[config.mk]
export PLATFORM = sky130hd
export DESIGN_NAME = pattern_colour
export DESIGN_NICKNAME = d
export VERILOG_FILES = /design/src/rtl/test_pattern_pkg.sv /design/src/rtl/test_pattern_sequencer_pattern_colour.sv
export SDC_FILE = /design/constraint.sdc
export NUM_CORES = 1
export LEC_CHECK = 0
export ABC_AREA = 1
export CAP_MARGIN = 25
export CORE_MARGIN = 8
export CORE_UTILIZATION = 42
export CTS_CLUSTER_SIZE = 25
export DETAILED_ROUTE_END_ITERATION = 7
export PLACE_DENSITY_LB_ADDON = 0.1
export SYNTH_ARGS = -nofsm -noshare
export SYNTH_HDL_FRONTEND = slang
export SYNTH_SLANG_ARGS = --single-unit
[constraint.sdc]
create_clock -name clk -period 0.8 [get_ports clk]
set_input_delay 0.16 -clock clk [delete_from_list [all_inputs] [get_ports clk]]
set_output_delay 0.16 -clock clk [all_outputs]
set_load 0.02 [all_outputs]
[src/rtl/test_pattern_pkg.sv]
// Shared types and constants for the test pattern sequencer.
package test_pattern_pkg;

    typedef enum logic [1:0] {
        MODE_BARS  = 2'd0,
        MODE_GREY  = 2'd1,
        MODE_CHECK = 2'd2,
        MODE_BAR   = 2'd3
    } mode_t;

    typedef struct packed {
        logic [7:0] red;
        logic [7:0] green;
        logic [7:0] blue;
    } rgb_t;

    localparam int unsigned CNTW = 16;

    localparam rgb_t COL_WHITE     = 24'hFFFFFF;
    localparam rgb_t COL_YELLOW    = 24'hFFFF00;
    localparam rgb_t COL_CYAN      = 24'h00FFFF;
    localparam rgb_t COL_GREEN     = 24'h00FF00;
    localparam rgb_t COL_MAGENTA   = 24'hFF00FF;
    localparam rgb_t COL_RED       = 24'hFF0000;
    localparam rgb_t COL_BLUE      = 24'h0000FF;
    localparam rgb_t COL_BLACK     = 24'h000000;
    localparam rgb_t COL_DARK_BLUE = 24'h000040;

    // Colour of bar idx in the colour-bar pattern, left to right.
    function automatic rgb_t bar_colour(input logic [2:0] idx);
        case (idx)
            3'd0:    return COL_WHITE;
            3'd1:    return COL_YELLOW;
            3'd2:    return COL_CYAN;
            3'd3:    return COL_GREEN;
            3'd4:    return COL_MAGENTA;
            3'd5:    return COL_RED;
            3'd6:    return COL_BLUE;
            default: return COL_BLACK;
        endcase
    endfunction

endpackage

[src/rtl/test_pattern_sequencer_pattern_colour.sv]
// Stage 2: turns the stage-1 pixel position and mode into a registered colour.
module pattern_colour
    import test_pattern_pkg::*;
#(
    parameter int unsigned H_RES = 1920,
    parameter int unsigned CORDW = 16,
    parameter int unsigned BAR_W = 16
) (
    input  logic                    clk,
    input  logic                    rst,
    input  logic signed [CORDW-1:0] sx,
    input  logic signed [CORDW-1:0] sy,
    input  logic                    de,
    input  mode_t                   mode,
    input  logic [CORDW-1:0]        bar_x,
    output rgb_t                    rgb
);

    localparam int unsigned BAR_PX = H_RES / 8;

    logic [CORDW-1:0] px;
    logic [2:0]       bar_idx;
    logic [7:0]       grey;
    logic             bar_hit;
    logic [CORDW:0]   bar_end;
    rgb_t             colour_c;
    logic             unused_sy;

    // Only bit 5 of the row matters for the checker.
    assign unused_sy = ^{sy[CORDW-1:6], sy[4:0]};
    assign px        = sx;
    assign bar_end   = {1'b0, bar_x} + (CORDW+1)'(BAR_W);

    // Colour-bar index from a ladder of threshold comparators.
    always_comb begin
        bar_idx = 3'd0;
        for (int unsigned k = 1; k < 8; k++) begin
            if (px >= CORDW'(BAR_PX * k)) bar_idx = 3'(k);
        end
    end

    // Grey ramp level: sx/8, clamped to full scale.
    always_comb begin
        grey = px[10:3];
        if (px[CORDW-1:11] != '0) grey = 8'hFF;
    end

    // Moving-bar window test.
    always_comb begin
        bar_hit = ({1'b0, px} >= {1'b0, bar_x}) && ({1'b0, px} < bar_end);
    end

    // Colour select; blanking and negative positions are black.
    always_comb begin
        colour_c = COL_BLACK;
        if (de && !sx[CORDW-1]) begin
            case (mode)
                MODE_BARS:  colour_c = bar_colour(bar_idx);
                MODE_GREY:  colour_c = {grey, grey, grey};
                MODE_CHECK: colour_c = (sx[5] ^ sy[5]) ? COL_WHITE : COL_BLACK;
                default:    colour_c = bar_hit ? COL_WHITE : COL_DARK_BLUE;
            endcase
        end
    end

    // Colour output register.
    always_ff @(posedge clk or posedge rst) begin
        if (rst) rgb <= COL_BLACK;
        else     rgb <= colour_c;
    end

endmodule

==> results of run 1 <==
==> metal layers <==
layer | part of all wire, % | global-route usage (%)
met3 | 5.0 | 2.21
met2 | 57 | 38.9
met5 | 0 | 0
met4 | 2.9 | 8.01
met1 | 35 | 18.1
==> worst max-delay path by stage <==
stage	to	slack (ps)	depth (start not counted)
2_1_floorplan	rgb[10]	-1310	18
3_3_place_gp	rgb[10]	-2110	16
3_5_place_dp	rgb[10]	-2190	18
4_1_cts	rgb[3]	-1340	19
5_1_grt	rgb[3]	-1580	18
6_report	rgb[3]	-1400	18
==> layout by cell type, fill, tap and decap left out, drive strengths merged <==
master and instances:
nand2 108, buf 98, nor2 60, inv 51, ha 29, dfrtp 24
a21oi 22, clkdlybuf4s50 14, nand3 14, xor2 8, o21ai 8, dlygate4sd2 7
nor3 4, nand4 3, clkbuf 3, xnor2 2, a31oi 2, nor4 1
nand3b 1, o21a 1, a31o 1, o211ai 1, bufinv 1, dlymetal6s2s 1
clkdlybuf4s15 1
==> layout make-up <==
| cell class | count | area [um^2] | area share (%) |
|---|---|---|---|
| well taps | 70 | 87.6 | 2.25 |
| clock buffers | 3 | 41.3 | 1.06 |
| inverters | 48 | 203 | 5.20 |
| clock inverters | 1 | 30.0 | 0.770 |
| repair buffers | 121 | 1160 | 29.8 |
| multi-input cells | 265 | 1750 | 44.8 |
| repair inverters | 3 | 28.8 | 0.738 |
| flip-flops and latches | 24 | 601 | 15.4 |
==> power groups by stage <==
stage / Clock [mW] / Sequential, mW / Combinational, mW
6_report: 1.06 / 1.30 / 1.70
5_1_grt: 1.12 / 1.31 / 1.88
4_1_cts: 1.05 / 1.30 / 1.64
3_5_place_dp: 0 / 1.31 / 1.45
3_3_place_gp: 0 / 1.31 / 1.43
2_1_floorplan: 0 / 1.39 / 0.646
==> logic make-up after synthesis <==
kind of cell	after synthesis	share of synthesized area, %
compound gates	35	8.45
flops	24	26.7
xor+xnor	10	3.89
fa+ha+maj	29	16.1
buf+inv	52	9.34
simple gates	191	35.5
==> stage by stage <==
stage	cells	worst slack [ps]	total power, mW	utilization, %	hold slack, ps
2_1_floorplan	341	-1310	2.04	-	175
3_3_place_gp	517	-2110	2.74	65.8	505
3_5_place_dp	517	-2190	2.76	65.8	513
4_1_cts	531	-1340	3.99	73.7	218
5_1_grt	535	-1580	4.30	75.9	238
6_report	535	-1400	4.06	75.9	217
==> repair_timing <==
| action | 4_1_cts | 5_1_grt |
|---|---|---|
| gates resized for setup | 295 | 28 |
| setup endpoints to repair | 48 | 48 |
| gates cloned | 3 | 0 |
| setup buffers | 7 | 5 |
| pin swaps | 39 | 22 |
==> results.ini, run 1 <==
[pwr]
power_frac_seq_pct = 32.0
p_switching_mw = 1.32
swShare_pct = 32.5
p_int_mw = 2.74
clockPowerShare_pct = 26.0
p_leak_nw = 2.04
ir_drop_uv = 765
power.density_mw_per_mm2 = 1040
p_comb_share_pct = 42.0

[synth]
synth_edf_count = 0
synth_area_per_cell_um2 = 6.60
yosys_most_used_dff = dfrtp_1
synth_area_leaders = dfrtp_1 (27%), nand2_1 (18%), ha_1 (16%), nor2_1 (9.2%), inv_1 (7.7%)
synth_top_area_cell = dfrtp_1
ys.warnings.count = 0
synthesis.nets = 423
yosysSeqAreaShare_pct = 26.7
ys_types = 27
synthCells = 341
netlist_area_mm2 = 0.00225
async_flop_share_pct = 100
yosysMostFrequentCell = nand2_1
synth-seq-cells = 24
synth_top_area_share_pct = 26.7
synth_common_cells = nand2_1 (105), nor2_1 (55), inv_1 (46)

[clocking]
cts.sinks = 24
ctsHtreeMaxLevel = 1
clockBufferDepth = 2
cts_tree = yes
numCtsBuffers = 3
cts_hold_buffers = 0
cts.clk_slew.worst_paths_ps = 80
cts-root-buf = clkbuf_8

[timing]
maxSlewHeadroom_pct = 80.9
layout_setup_ws_ps = -1400
setup-tns-final_ps = -35260
worst_pin_slew_ps = 286
hold_viol_final = 0
slew_violations = 0
max_freq_ghz = 0.455
min_period_over_period_pct = 275
setup_violations = 48
finalCriticalPeriod_ps = 2200
rsz0062_at_grt = yes

[worst_setup_path]
worst-path-buf-inv = 4
worst_path_max_delay_cell = ha_1
crit_type = primary input to register
endpoint_kind = register
start_kind = primary input
cp.arrival_ps = 2410
crit_fanout = 6
slowest_delay_ps = 270
critical_path_required_ps = 1010
cp_cell_sequence = buf_4 > inv_4 > nor3_4 > nand3_2 > nor2_4 > nand3_4 > nor3_4 > xor2_1 > ha_1 > inv_1 > nor2_1 > o21ai_1 > nand2_1 > nor2_2 > nand3_2 > nand2_8 > inv_8 > nor2_4
startpoint = bar_x[6]
cp_top_family = simple AND/OR/NAND/NOR gates

[flow_run]
cap_violations = 0

[outcome]
status = finished with violations
violations = negative setup slack

[final_layout]
fin_area_mm2 = 0.00390
largest_reg_flops = 24
area_growth_pct = 73.4
layout-drive-gt1-share_pct = 39.6
top_regs = rgb (24)
max_flop_register = rgb
layout.nets = 548
n_fill_cell = 406
antennaDiodeCount = 0

[min_path]
hold_path_class = primary input to asynchronous set/reset pin

[floorplanning]
fp-row-count = 26
io_pins = 77
start_util_pct = 43.8
core_area_mm2 = 0.00514
die_h_um = 89.2
dieArea_mm2 = 0.00795
die_w_um = 89.2

[detailed_routing]
wl_um = 7240
first_pass_iters = 4
drc = 0
drt-vias-per-instance = 4.95
wire_per_inst_um = 13.5
drtIter0Drc = 89
vias = 2647
ant_nets = 0

[global_route]
grt_max_degree = 25
antenna_found_initial = 0
grt_pass1_vias = 2734
grt-ovfl-total = 0
grt_pass1_wl_um = 11800
grt_usage_pct = 18.9

[placed_design]
io_buffers = 61
dpl.hpwl_um = 5420
placed_area_mm2 = 0.00338
gp_congestion = 0.897

Power figures use the tool's default switching activity.
==> run 2: changes to the inputs <==
- PLACE_DENSITY_LB_ADDON: 0.1 -> 0.25
==> results.ini, run 2 (synthesis gave the netlist of run 1 again) <==
[floorplanning]
dieArea_mm2 = 0.00795
die_w_um = 89.2
io_pins = 77
start_util_pct = 43.8
die_h_um = 89.2
core_area_mm2 = 0.00514
fp-row-count = 26

[final_layout]
layout-drive-gt1-share_pct = 33.8
layout_commonest_cell = nand2_1
top_regs = rgb (24)
area_growth_pct = 66.5
largest_reg_flops = 24
regArea_um2 = 601
final_cell_mix = nand2_1 (97), buf_4 (45), nor2_1 (42)
multi_input_area_mm2 = 0.00164
fin_util_pct = 72.9
max_flop_register = rgb
antennaDiodeCount = 0
layout.nets = 545
n_fill_cell = 402

[worst_setup_path]
crit_fanout = 6
cp_cell_sequence = buf_8 > inv_6 > nor3_4 > nand3_2 > nor2_4 > nand3_4 > nor3_4 > xor2_1 > ha_1 > inv_1 > nor2_1 > o21ai_1 > nand2_1 > nor2_2 > nand3_2 > nand2_4 > clkinvlp_4 > nor2_1
endpoint_kind = register
cp_top_family = simple AND/OR/NAND/NOR gates
start_kind = primary input
worst_path_max_delay_cell = ha_1
critical_path_required_ps = 990
crit_type = primary input to register
worst-path-buf-inv = 4
cp.arrival_ps = 2360
slowest_delay_ps = 270

[detailed_routing]
wl_met2_um = 3500
wl_met1_um = 2870
vias = 2577
wire_per_inst_um = 12.7
ant_nets = 0
wl_um = 6770
first_pass_iters = 4
route.met3.wl_um = 291
drtIter0Drc = 94
dr.max_layer_used = met4
drt-vias-per-instance = 4.84
drc = 0

[clocking]
clockBufferDepth = 2
numCtsBuffers = 3
cts_tree = yes
cts.sinks = 24
cts-root-buf = clkbuf_8
cts.clk_slew.worst_paths_ps = 80
ctsHtreeMaxLevel = 1

[global_route]
grt_pass1_wl_um = 11500
antenna_found_initial = 0
grt_max_degree = 25
grt-ovfl-total = 0
grt_usage_pct = 17.8
grt_pass1_vias = 2648

[timing]
finalCriticalPeriod_ps = 2170
max_freq_ghz = 0.461
layout_setup_ws_ps = -1370
worst_pin_slew_ps = 322
slew_violations = 0
hold_slack_ps = 219
setup_violations = 48
min_period_over_period_pct = 271
hold_viol_final = 0
maxSlewHeadroom_pct = 78.5
setup-tns-final_ps = -33990
rsz0062_at_grt = yes

[min_path]
hold_path_class = primary input to asynchronous set/reset pin

[outcome]
violations = negative setup slack
status = finished with violations

[placed_design]
io_buffers = 61
dpl.hpwl_um = 5160
pre_cts_ws_ps = -2190
gp_congestion = 0.844

[flow_run]
cap_violations = 0

[pwr]
power.density_mw_per_mm2 = 1050
p_leak_nw = 2.01
ir_drop_uv = 777

[run 2: cell count changes in the layout (fill, tap and decap cells not counted), sizes merged]
cell           change
inv                -3
dlymetal6s2s       +2
buf                -4
dlygate4sd2        -3
clkdlybuf4s50      +1
clkinvlp           +2
clkdlybuf4s15      +2
[run 2: what timing repair did]
item	CTS	global route
buffers inserted	6	4
hold buffers	0	0
pin swaps	30	10
setup endpoints to repair	48	48
gates cloned	2	0
gates resized for setup	249	29
[run 2: path summary, 6_finish.rpt]
path	start	end	slack, ps	depth (start not counted)
worst min-delay path	rst	rgb[18]	220	3
worst max-delay path	bar_x[6]	rgb[4]	-1370	18
min in group clk	sx[15]	rgb[6]	430	6
max in group asynchronous	rst	rgb[8]	440	3
[run 2: through the flow]
stage / power [mW] / cell area (um^2) / instances
floorplan: 2.04 / 2310 / 341
global placement: 2.72 / 3370 / 517
detailed placement: 2.74 / 3370 / 517
CTS: 3.88 / 3650 / 529
global route: 4.16 / 3750 / 532
finish: 3.92 / 3750 / 532
[run 2: power by group]
group | switching (mW) | leakage, nW | internal, mW
Clock | 0.373 | 0.0357 | 0.669
Sequential | 0.0286 | 0.325 | 1.27
Combinational | 0.824 | 1.65 | 0.753
[run 2: final cells by class]
cell class | count | share of cell area [%]
multi-input combinational | 265 | 43.7
timing repair buffer | 119 | 30.3
sequential | 24 | 16.0
inverter | 48 | 5.34
tap | 70 | 2.34
clock buffer | 3 | 1.10
clock inverter | 1 | 0.802
timing repair inverter | 2 | 0.401
[run 2: layer usage]
| layer | track usage (%) | up-vias |
|---|---|---|
| met5 | 0 | - |
| met4 | 4.83 | 0 |
| met3 | 1.84 | 11 |
| met2 | 33.7 | 66 |
| met1 | 20.6 | 1179 |
| li1 | - | 1321 |
==> run 3: changes to the inputs <==
- CAP_MARGIN: 25 -> unset
==> results of run 3 <==
The final DEF is identical to that of run 2; final timing and power are the same.
